`config.mk`:
```
export PLATFORM = sky130hd
export DESIGN_NAME = seq_datapath
export DESIGN_NICKNAME = d
export VERILOG_FILES = /design/src/rtl/dp_pkg.sv /design/src/rtl/dp_regfile.sv /design/src/rtl/seq_datapath.sv
export SDC_FILE = /design/constraint.sdc
export NUM_CORES = 1
export LEC_CHECK = 0
export ABC_AREA = 0
export BUFFER_PORTS_ARGS = -buffer_cell sky130_fd_sc_hd__buf_4
export CAP_MARGIN = 30
export CORE_UTILIZATION = 54
export DETAILED_ROUTE_END_ITERATION = 16
export HOLD_SLACK_MARGIN = 0.06
export PLACE_DENSITY = 0.78
export SLEW_MARGIN = 20
export SYNTH_ARGS = -nofsm -noshare
export SYNTH_HDL_FRONTEND = slang
export SYNTH_SLANG_ARGS = --single-unit
```
`constraint.sdc`:
```
create_clock -name clk -period 4.85 [get_ports clk]
set_clock_uncertainty 0.15 [all_clocks]
set_input_delay 0.485 -clock clk [delete_from_list [all_inputs] [get_ports clk]]
set_output_delay 0.485 -clock clk [all_outputs]
set_load 0.1 [all_outputs]
```
`src/rtl/dp_pkg.sv`:
```
// Shared types and pure datapath helpers for seq_datapath.
// Latency: none (types and combinational functions only).
// Backpressure: not applicable.
package dp_pkg;

    // Widest datapath word the helper functions handle.
    localparam int DP_MAX_W = 64;

    typedef enum logic [1:0] {
        ALU_ADD = 2'b00,
        ALU_SUB = 2'b01,
        ALU_AND = 2'b10,
        ALU_NOT = 2'b11
    } alu_op_e;

    typedef enum logic [1:0] {
        SH_NONE = 2'b00,
        SH_LSL1 = 2'b01,
        SH_LSR1 = 2'b10,
        SH_ASR1 = 2'b11
    } shift_e;

    typedef enum logic [1:0] {
        WB_C     = 2'b00,
        WB_PC    = 2'b01,
        WB_IMM   = 2'b10,
        WB_MDATA = 2'b11
    } wsel_e;

    typedef enum logic [2:0] {
        IDLE = 3'd0,
        RD_A = 3'd1,
        RD_B = 3'd2,
        EXEC = 3'd3,
        WB   = 3'd4
    } state_e;

    // Operand is zero-extended into 64 bits; msb_idx marks the real word's
    // sign bit so ASR can replicate it. Caller truncates the return value.
    function automatic logic [DP_MAX_W-1:0] shift_f(input logic [DP_MAX_W-1:0] b,
                                                    input logic [5:0]          msb_idx,
                                                    input shift_e              sh);
        logic [DP_MAX_W-1:0] r;
        logic [DP_MAX_W-1:0] sign_fill;
        sign_fill = {{(DP_MAX_W-1){1'b0}}, b[msb_idx]} << msb_idx;
        case (sh)
            SH_LSL1: r = b << 1;
            SH_LSR1: r = b >> 1;
            SH_ASR1: r = (b >> 1) | sign_fill;
            default: r = b;
        endcase
        return r;
    endfunction

    // Word-width agnostic ALU; caller truncates to its own width, which
    // makes ADD/SUB wrap modulo 2^width.
    function automatic logic [DP_MAX_W-1:0] alu_f(input logic [DP_MAX_W-1:0] a,
                                                  input logic [DP_MAX_W-1:0] b,
                                                  input alu_op_e             op);
        logic [DP_MAX_W-1:0] r;
        case (op)
            ALU_ADD: r = a + b;
            ALU_SUB: r = a - b;
            ALU_AND: r = a & b;
            default: r = ~b;
        endcase
        return r;
    endfunction

endpackage

```
`src/rtl/dp_regfile.sv`:
```
// General register file: NREG x DATA_W, one write port, operand and debug read ports.
// Latency: reads combinational, write lands on the next rising edge.
// Backpressure: none; a write is taken whenever we is high.
module dp_regfile
    import dp_pkg::*;
#(
    parameter  int DATA_W = 16,
    parameter  int NREG   = 8,
    localparam int REG_AW = $clog2(NREG)
) (
    input  logic              clk,
    input  logic              reset,
    input  logic              we,
    input  logic [REG_AW-1:0] waddr,
    input  logic [DATA_W-1:0] wdata,
    input  logic [REG_AW-1:0] raddr,
    output logic [DATA_W-1:0] rdata,
    input  logic [REG_AW-1:0] dbg_addr,
    output logic [DATA_W-1:0] dbg_data
);

    logic [DATA_W-1:0] regs [NREG];

    // Clear every register on reset, otherwise apply the single write port.
    always_ff @(posedge clk) begin
        if (reset) begin
            for (int i = 0; i < NREG; i++) begin
                regs[i] <= '0;
            end
        end else if (we) begin
            regs[waddr] <= wdata;
        end
    end

    assign rdata    = regs[raddr];
    assign dbg_data = regs[dbg_addr];

endmodule

```
`src/rtl/seq_datapath.sv`:
```
// Self-sequencing datapath: accepts an op descriptor, reads A, reads B, executes, writes back.
// Latency: done pulses in the 4th cycle after accept; one op per 5 cycles.
// Backpressure: op_ready high only in IDLE; op_valid while busy is ignored.
module seq_datapath
    import dp_pkg::*;
#(
    parameter  int DATA_W = 16,
    parameter  int NREG   = 8,
    parameter  int PC_W   = 9,
    localparam int REG_AW = $clog2(NREG)
) (
    input  logic              clk,
    input  logic              reset,
    input  logic              op_valid,
    output logic              op_ready,
    input  logic [1:0]        alu_op,
    input  logic [1:0]        shift,
    input  logic [REG_AW-1:0] rn,
    input  logic [REG_AW-1:0] rm,
    input  logic [REG_AW-1:0] rd,
    input  logic              asel,
    input  logic              bsel,
    input  logic [DATA_W-1:0] imm,
    input  logic [1:0]        wsel,
    input  logic              wb_en,
    input  logic              set_flags,
    input  logic [PC_W-1:0]   pc,
    input  logic [DATA_W-1:0] mdata,
    output logic              done,
    output logic [DATA_W-1:0] result,
    output logic              z_out,
    output logic              n_out,
    output logic              v_out,
    input  logic [REG_AW-1:0] dbg_addr,
    output logic [DATA_W-1:0] dbg_data
);

    typedef struct packed {
        alu_op_e           alu_op;
        shift_e            shift;
        logic [REG_AW-1:0] rn;
        logic [REG_AW-1:0] rm;
        logic [REG_AW-1:0] rd;
        logic              asel;
        logic              bsel;
        logic [DATA_W-1:0] imm;
        wsel_e             wsel;
        logic              wb_en;
        logic              set_flags;
    } desc_t;

    localparam int MSB = DATA_W - 1;

    state_e            state_q, state_d;
    desc_t             desc_in, desc_q;
    logic              accept;
    logic [DATA_W-1:0] a_q, b_q, c_q;
    logic              z_q, n_q, v_q;
    logic [REG_AW-1:0] rf_raddr;
    logic [DATA_W-1:0] rf_rdata;
    logic              rf_we;
    logic [DATA_W-1:0] rf_wdata;
    logic [DATA_W-1:0] ain, bin, alu_res;
    logic              ovf;

    // Pack the live descriptor inputs; only sampled on accept.
    always_comb begin
        desc_in           = '0;
        desc_in.alu_op    = alu_op_e'(alu_op);
        desc_in.shift     = shift_e'(shift);
        desc_in.rn        = rn;
        desc_in.rm        = rm;
        desc_in.rd        = rd;
        desc_in.asel      = asel;
        desc_in.bsel      = bsel;
        desc_in.imm       = imm;
        desc_in.wsel      = wsel_e'(wsel);
        desc_in.wb_en     = wb_en;
        desc_in.set_flags = set_flags;
    end

    // Sequencer state register.
    always_ff @(posedge clk) begin
        if (reset) begin
            state_q <= IDLE;
        end else begin
            state_q <= state_d;
        end
    end

    // Sequencer next-state and handshake outputs: fixed walk through the phases.
    always_comb begin
        state_d  = state_q;
        op_ready = 1'b0;
        done     = 1'b0;
        case (state_q)
            IDLE: begin
                op_ready = 1'b1;
                if (op_valid) begin
                    state_d = RD_A;
                end
            end
            RD_A:    state_d = RD_B;
            RD_B:    state_d = EXEC;
            EXEC:    state_d = WB;
            WB: begin
                done    = 1'b1;
                state_d = IDLE;
            end
            default: state_d = IDLE;
        endcase
    end

    assign accept = op_valid && op_ready;

    // Latch the whole descriptor at accept so inputs are free for the rest of the op.
    always_ff @(posedge clk) begin
        if (reset) begin
            desc_q <= '0;
        end else if (accept) begin
            desc_q <= desc_in;
        end
    end

    // One read port serves both operand fetches: rn in RD_A, rm otherwise.
    assign rf_raddr = (state_q == RD_A) ? desc_q.rn : desc_q.rm;

    // Operand pipeline registers A and B.
    always_ff @(posedge clk) begin
        if (reset) begin
            a_q <= '0;
            b_q <= '0;
        end else if (state_q == RD_A) begin
            a_q <= rf_rdata;
        end else if (state_q == RD_B) begin
            b_q <= rf_rdata;
        end
    end

    // Execute-stage operand selection, ALU and signed-overflow detection.
    always_comb begin
        ain     = desc_q.asel ? '0 : a_q;
        bin     = desc_q.bsel ? desc_q.imm
                              : DATA_W'(shift_f(64'(b_q), 6'(MSB), desc_q.shift));
        alu_res = DATA_W'(alu_f(64'(ain), 64'(bin), desc_q.alu_op));
        ovf     = 1'b0;
        case (desc_q.alu_op)
            ALU_ADD: ovf = (ain[MSB] == bin[MSB]) && (alu_res[MSB] != ain[MSB]);
            ALU_SUB: ovf = (ain[MSB] != bin[MSB]) && (alu_res[MSB] != ain[MSB]);
            default: ovf = 1'b0;
        endcase
    end

    // Result register C and status flags; flags only move when the op asks.
    always_ff @(posedge clk) begin
        if (reset) begin
            c_q <= '0;
            z_q <= 1'b0;
            n_q <= 1'b0;
            v_q <= 1'b0;
        end else if (state_q == EXEC) begin
            c_q <= alu_res;
            if (desc_q.set_flags) begin
                z_q <= (alu_res == '0);
                n_q <= alu_res[MSB];
                v_q <= ovf;
            end
        end
    end

    // Writeback source mux; pc and mdata are taken live during WB.
    always_comb begin
        rf_we    = (state_q == WB) && desc_q.wb_en;
        rf_wdata = c_q;
        case (desc_q.wsel)
            WB_C:     rf_wdata = c_q;
            WB_PC:    rf_wdata = DATA_W'(pc);
            WB_IMM:   rf_wdata = desc_q.imm;
            default:  rf_wdata = mdata;
        endcase
    end

    dp_regfile #(
        .DATA_W (DATA_W),
        .NREG   (NREG)
    ) u_regfile (
        .clk      (clk),
        .reset    (reset),
        .we       (rf_we),
        .waddr    (desc_q.rd),
        .wdata    (rf_wdata),
        .raddr    (rf_raddr),
        .rdata    (rf_rdata),
        .dbg_addr (dbg_addr),
        .dbg_data (dbg_data)
    );

    assign result = c_q;
    assign z_out  = z_q;
    assign n_out  = n_q;
    assign v_out  = v_q;

endmodule

```
==> results of run 1 <==
[final cells by class]
cell class,count,area share
clock buffer,26,0.0426
multi-input combinational,843,0.429
inverter,14,0.00369
sequential,217,0.395
timing repair buffer,165,0.0913
clock inverter,16,0.0144
tap,280,0.0246
[cells in the final DEF (no fill, tap or decap), types with 15 or more instances in the layout]
cell type and n:
sky130_fd_sc_hd__mux2i_1 34, sky130_fd_sc_hd__mux4_2 64, sky130_fd_sc_hd__nor2b_1 20, sky130_fd_sc_hd__a21oi_1 74, sky130_fd_sc_hd__a211oi_1 39, sky130_fd_sc_hd__nor2_1 204
sky130_fd_sc_hd__xnor2_1 15, sky130_fd_sc_hd__edfxtp_1 128, sky130_fd_sc_hd__buf_4 153, sky130_fd_sc_hd__nand2_1 143, sky130_fd_sc_hd__clkbuf_16 23, sky130_fd_sc_hd__dfxtp_1 89
sky130_fd_sc_hd__ha_1 18, sky130_fd_sc_hd__mux2_2 34, sky130_fd_sc_hd__o21ai_0 23
[through the flow]
step | hold WS (ns) | utilization
6_report | 0.0606 | 0.651
5_1_grt | 0.0703 | 0.651
4_1_cts | 0.0610 | 0.649
3_5_place_dp | 0.307 | 0.608
3_3_place_gp | 0.301 | 0.607
2_1_floorplan | 0.286 | -
[tightest hold or removal path, delay by kind of cell]
kind	cells	cell delay, ns
AO/OA/AOI/OAI	1	0.05
buffers and inverters	1	0.11
AND/OR/NAND/NOR	1	0.04
[synthesized netlist by cell type (all sizes together), types with 12 or more instances]
master	count	area, sq um
mux2i	37	370
mux2	36	405
nand3	12	65.1
nor2b	20	125
inv	14	52.6
a211oi	39	293
nand2	143	537
nor2	204	766
o21ai	35	175
buf	17	83.8
clkbuf	67	251
nand2b	14	87.6
ha	18	225
a21oi	74	370
xnor2	15	131
dfxtp	89	1780
edfxtp	128	3840
mux4	64	1440
[sequential cells by signal, summed over array words and instances (netlist names)]
register	flops
desc_q	35
z_out	1
v_out	1
result	16
u_regfile.regs	128
n_out	1
b_q	16
state_q	3
a_q	16
[what timing repair did]
item                       CTS  global route
setup endpoints to repair    0             4
hold endpoints to repair     9             0
resized for setup            0             5
hold buffers                 9             0
[worst paths after layout]
path                   start         end  depth (start not counted)
hold / removal        imm[8]  desc_q[12]                          3
setup reg to reg  desc_q[20]       n_out                         18
setup / recovery  desc_q[20]       n_out                         18
hold reg to reg   desc_q[22]  desc_q[22]                          2
[per-layer routing]
layer  GRT usage  vias up  share of wire
li1            -     4466              -
met1       0.440     4918           0.40
met2       0.492      622           0.46
met3      0.0542       87          0.098
met4       0.143        0          0.041
met5           0        -              0
[power groups by stage]
stage          Combinational (mW)  Sequential, mW  Clock [mW]
2_1_floorplan                1.22            2.18           0
3_3_place_gp                 1.68            2.18           0
3_5_place_dp                 1.69            2.18           0
4_1_cts                      1.71            2.14        1.89
5_1_grt                      1.87            2.16        1.97
6_report                     1.76            2.15        1.88
[logic make-up (layout without fill, tap and decap cells)]
kind of cell,count (synthesis),after routing
simple gates,446,446
flops,217,217
compound gates,214,214
mux,137,137
buf+inv,98,221
xor+xnor,27,27
fa+ha+maj,19,19
==> results.yml, run 1 <==
timing:
  finalWorstSetupSlack_ns: 0.244
  slew_headroom: 0.328
  final_period_minus_worst_setup_slack_ns: 4.61
  timing.final.crit_share: 0.950
  finalSetupViolations: 0
  tns_ns: 0
  clock.fmax_mhz: 217
  unrepaired_setup_endpoints_after_global_routing: "no"
  timing_hold_violations_final: 0
  slew_viol_final: 0
  worst-slew-pin-transition_ns: 1.01
setup_path:
  peak_per_stage_delay_on_the_critical_path_ns: 0.52
  critPathKind: "flip-flop to flip-flop"
  worst_path_max_delay_cell: "sky130_fd_sc_hd__or4_1"
  cp.buffers_inverters: 2
  ff2ff_setup_slack_ns: 0.24
  biggest_fanout_along_the_worst_timing_path: 13
  cp_data_arrival_time_ns: 4.82
  chain_of_cells_forming_the_critical_path: "buf_4 -> buf_4 -> or3b_2 -> o311ai_0 -> o211ai_1 -> or4_1 -> o21ai_0 -> xnor2_1 -> ha_1 -> nand2_1 -> o21ai_2 -> nor3_1 -> o21a_1 -> o31ai_1 -> xnor2_1 -> xor3_1 -> o21ai_0 -> a21oi_1"
  worst_path_dominant_cell_family: "compound AO/OA/AOI/OAI gates"
  worstSetupStartpointType: "flip-flop"
  crit_path_end_kind: "flip-flop"
  worstPathRequired_ns: 5.07
placed_design:
  port_buffers: 102
  post_dp_cell_area_sq_mm: 0.0133
  gp_congestion: 0.932
  dp.final_hpwl_microns: 25000
  dpl.cell_count: 1509
  pre_cts_ws_ns: 0.0601
pwr:
  power_report.internal_total_mw: 3.86
  power.density_cell_area_mw_per_mm2: 406
  clockPowerShare: 0.326
  p_comb_frac: 0.303
  power_leakage_nw: 5.44
  vdd.ir_drop.worst_v: 0.000299
  pwr-share-seq: 0.371
  netSwitchingPower_mw: 1.93
  totalPowerFinal_mw: 5.79
  power.switching_fraction: 0.334
finish:
  final_instance_count_excl_fillers: 1561
  total_nets_final: 1349
  syn_to_final_growth_pct: 18.1
  layout.filler_cells: 1671
  regArea_sq_mm: 0.00563
  drive_gt1_frac: 0.244
  antenna_cells: 0
  area_taken_by_multi_input_logic_gates_sq_mm: 0.00611
  post-route-cell-area_sq_mm: 0.0142
global_routing:
  groute.usage.overall: 0.317
  globalRoute.totalOverflow: 0
  vias_in_the_first_global_route: 9565
  largest_net_degree_at_the_start_of_global_routing: 89
  antenna_found_initial: 1
  grt_pass1_wl_microns: 53900
clock_network:
  clkLatencyLatePin_ns: 0.53
  clockBufferDepth: 3
  clock-sinks: 217
  clock_tree.root_cell: "sky130_fd_sc_hd__clkbuf_16"
  htree_levels: 1
  cts-buffers-inserted: 23
  cts_tree: "yes"
  postCtsSetupBuffers: 0
  cts.reportedPaths.clkPinSlew_ns: 0.06
floorplan:
  io-pin-count: 103
  placementRows: 54
  dieArea_sq_mm: 0.0229
  die_height_microns: 151
  fp.coreArea_sq_mm: 0.0219
  die_w_microns: 151
  initial_utilization: 0.551
job:
  drv_cap: 0
synth:
  edff_count_synth: 128
  combinational_family_with_the_most_area_after_synthesis: "multiplexers"
  yosysWarningCount: 0
  compound_cell_area_share_of_the_yosys_netlist: 0.115
  synth_unique_cells: 73
  ys_seq_area_frac: 0.466
  synth.cell_area_sq_mm: 0.0121
  syn-instance-count: 1158
  post_synth_xor_area_fraction: 0.0208
  fraction_of_registers_with_async_set_or_reset_after_synthesis: 0
  synth-simple-area-share: 0.162
  synth.net_count: 1243
  synthAdderAreaFrac: 0.0203
  avgSynthCellArea_sq_um: 10.4
  synth-main-ff-cell: "sky130_fd_sc_hd__edfxtp_1"
  multiplexer_share_of_the_synthesized_area: 0.184
  yosys_register_bits: 217
route:
  total_iterations_of_the_first_detailed_routing_run: 6
  via_per_inst: 6.47
  drt-initial-drc-count: 1096
  via_count: 10100
  total_routed_length_microns: 35800
  remaining_drc_errors: 0
  drt-wirelength-per-cell_microns: 23.0
  ant_nets: 0
status:
  status: "completed"
min_path:
  hold_path_class: "primary input to flip-flop"
Note: power is estimated with default switching activity, not from simulation.
==> run 2: changes to the inputs <==
- REMOVE_ABC_BUFFERS: unset -> 1
- SKIP_CTS_REPAIR_TIMING: unset -> 1
==> results.yml, run 2 (synthesis gave the netlist of run 1 again) <==
status:
  status: "completed"
placed_design:
  gp_congestion: 0.912
  port_buffers: 102
  dp.final_hpwl_microns: 23300
  post_dp_cell_area_sq_mm: 0.0132
global_routing:
  groute.usage.overall: 0.308
  largest_net_degree_at_the_start_of_global_routing: 88
  grt_pass1_wl_microns: 52400
  antenna_found_initial: 0
  globalRoute.totalOverflow: 0
  vias_in_the_first_global_route: 9555
setup_path:
  timing.rr.start: "desc_q[20]"
  worst_path_max_delay_cell: "sky130_fd_sc_hd__or4_1"
  chain_of_cells_forming_the_critical_path: "or2_0 -> buf_4 -> o221ai_1 -> nand4b_1 -> or4_1 -> o21ai_1 -> xnor2_1 -> ha_1 -> nand2_1 -> o21ai_1 -> nor3_1 -> o21a_1 -> o31ai_1 -> xnor2_1 -> xor3_1 -> o21ai_0 -> a21oi_1"
  crit_path_end_kind: "flip-flop"
  worst_path_dominant_cell_family: "simple AND/OR/NAND/NOR gates"
  cp_data_arrival_time_ns: 4.73
  biggest_fanout_along_the_worst_timing_path: 12
  regToRegEndpoint: "result[15]"
  worstSetupEndpoint: "result[15]"
  critPathKind: "flip-flop to flip-flop"
  critical_path_cell_count: 17
  ff2ff_setup_slack_ns: 0.32
  rr_worst_depth: 17
  peak_per_stage_delay_on_the_critical_path_ns: 0.62
  worstSetupStartpointType: "flip-flop"
  cp-startpoint: "desc_q[20]"
  cp.buffers_inverters: 1
  worstPathRequired_ns: 5.05
clock_network:
  clock_tree.root_cell: "sky130_fd_sc_hd__clkbuf_16"
  clkLatencyLatePin_ns: 0.53
  cts_tree: "yes"
  cts-buffers-inserted: 23
  htree_levels: 1
  cts.reportedPaths.clkPinSlew_ns: 0.06
  clock-sinks: 217
  clockBufferDepth: 3
route:
  total_routed_length_microns: 34300
  via_per_inst: 6.34
  remaining_drc_errors: 0
  drt-wirelength-per-cell_microns: 22.4
  via_count: 9737
  ant_nets: 0
  total_iterations_of_the_first_detailed_routing_run: 7
  drt-initial-drc-count: 1128
pwr:
  power_report.internal_total_mw: 3.59
  netSwitchingPower_mw: 1.86
  power.switching_fraction: 0.342
  clockPowerShare: 0.300
  totalPowerFinal_mw: 5.45
  p_comb_frac: 0.304
  power.density_cell_area_mw_per_mm2: 391
  power_leakage_nw: 5.26
  pwr-share-seq: 0.396
  vdd.ir_drop.worst_v: 0.000357
floorplan:
  initial_utilization: 0.551
  placementRows: 54
  fp.coreArea_sq_mm: 0.0219
  dieArea_sq_mm: 0.0229
  io-pin-count: 103
  die_w_microns: 151
  die_height_microns: 151
finish:
  regArea_sq_mm: 0.00563
  antenna_cells: 0
  registers.top_by_ff_count: "u_regfile.regs"
  drive_gt1_frac: 0.234
  total_nets_final: 1323
  area_taken_by_multi_input_logic_gates_sq_mm: 0.00610
  layout.filler_cells: 1746
  largest_registers: "u_regfile.regs: 128 flops, desc_q: 35 flops"
  layout_commonest_cell: "sky130_fd_sc_hd__nor2_1"
  layout.cells.most_common_list: "204 x sky130_fd_sc_hd__nor2_1, 143 x sky130_fd_sc_hd__nand2_1, 135 x sky130_fd_sc_hd__buf_4"
  syn_to_final_growth_pct: 15.3
  largest_register_ff_count: 128
  post-route-cell-area_sq_mm: 0.0139
job:
  drv_cap: 0
timing:
  final_period_minus_worst_setup_slack_ns: 4.53
  slew_viol_final: 0
  unrepaired_setup_endpoints_after_global_routing: "no"
  finalSetupViolations: 0
  slew_headroom: 0.352
  timing.final.crit_share: 0.934
  worst-slew-pin-transition_ns: 0.969
  clock.fmax_mhz: 221
  timing_hold_violations_final: 0
  tns_ns: 0
min_path:
  hold_path_class: "primary input to flip-flop"
[run 2: changes by cell type in the layout (fill, tap and decap cells not counted), sizes merged]
cell / delta
clkbuf: -1
inv: -1
clkinv: +4
dlygate4sd3: -9
clkinvlp: +2
buf: -17
bufinv: -4
[run 2: area by class of cell]
type                    instances  area share
clock buffers                  25      0.0419
clock inverters                17     0.00764
inverters                      14     0.00378
multi-input cells             843       0.438
flip-flops and latches        217       0.404
well taps                     280      0.0252
repair buffers                139      0.0787
[run 2: tightest hold or removal path, delay by kind of cell]
family	cells	cell delay, ns
AO/OA/AOI/OAI	1	0.05
buffers and inverters	1	0.11
AND/OR/NAND/NOR	1	0.04
[run 2: worst min path at each step]
stage / cells past startpoint / endpoint / slack, ns / start
6_report: 3 / desc_q[23] / 0.05 / rd[1]
5_1_grt: 3 / desc_q[27] / 0.06 / rm[2]
4_1_cts: 3 / desc_q[22] / 0.05 / rd[0]
2_1_floorplan: 2 / desc_q[25] / 0.28 / desc_q[25]
3_3_place_gp: 2 / desc_q[30] / 0.31 / desc_q[30]
3_5_place_dp: 2 / v_out / 0.31 / v_out
[run 2: power by group through the flow]
stage / registers [mW] / clock network, mW / logic [mW]
2_1_floorplan: 2.20 / 0 / 1.16
3_3_place_gp: 2.18 / 0 / 1.60
3_5_place_dp: 2.19 / 0 / 1.62
4_1_cts: 2.15 / 1.64 / 1.63
5_1_grt: 2.16 / 1.72 / 1.80
6_report: 2.15 / 1.64 / 1.66
[run 2: through the flow]
step	setup WS [ns]	hold WS, ns	utilization	instances
CTS	0.0832	0.0467	0.633	1533
floorplan	-2.10	0.280	-	1074
finish	0.322	0.0529	0.636	1535
detailed placement	0.0958	0.308	0.602	1491
global placement	0.204	0.306	0.600	1490
global route	0.0152	0.0603	0.636	1535
[run 2: metal layers]
| layer | share of wire | track usage |
|---|---|---|
| met3 | 0.093 | 0.0578 |
| met1 | 0.38 | 0.395 |
| met4 | 0.039 | 0.143 |
| met5 | 0 | 0 |
| met2 | 0.49 | 0.507 |
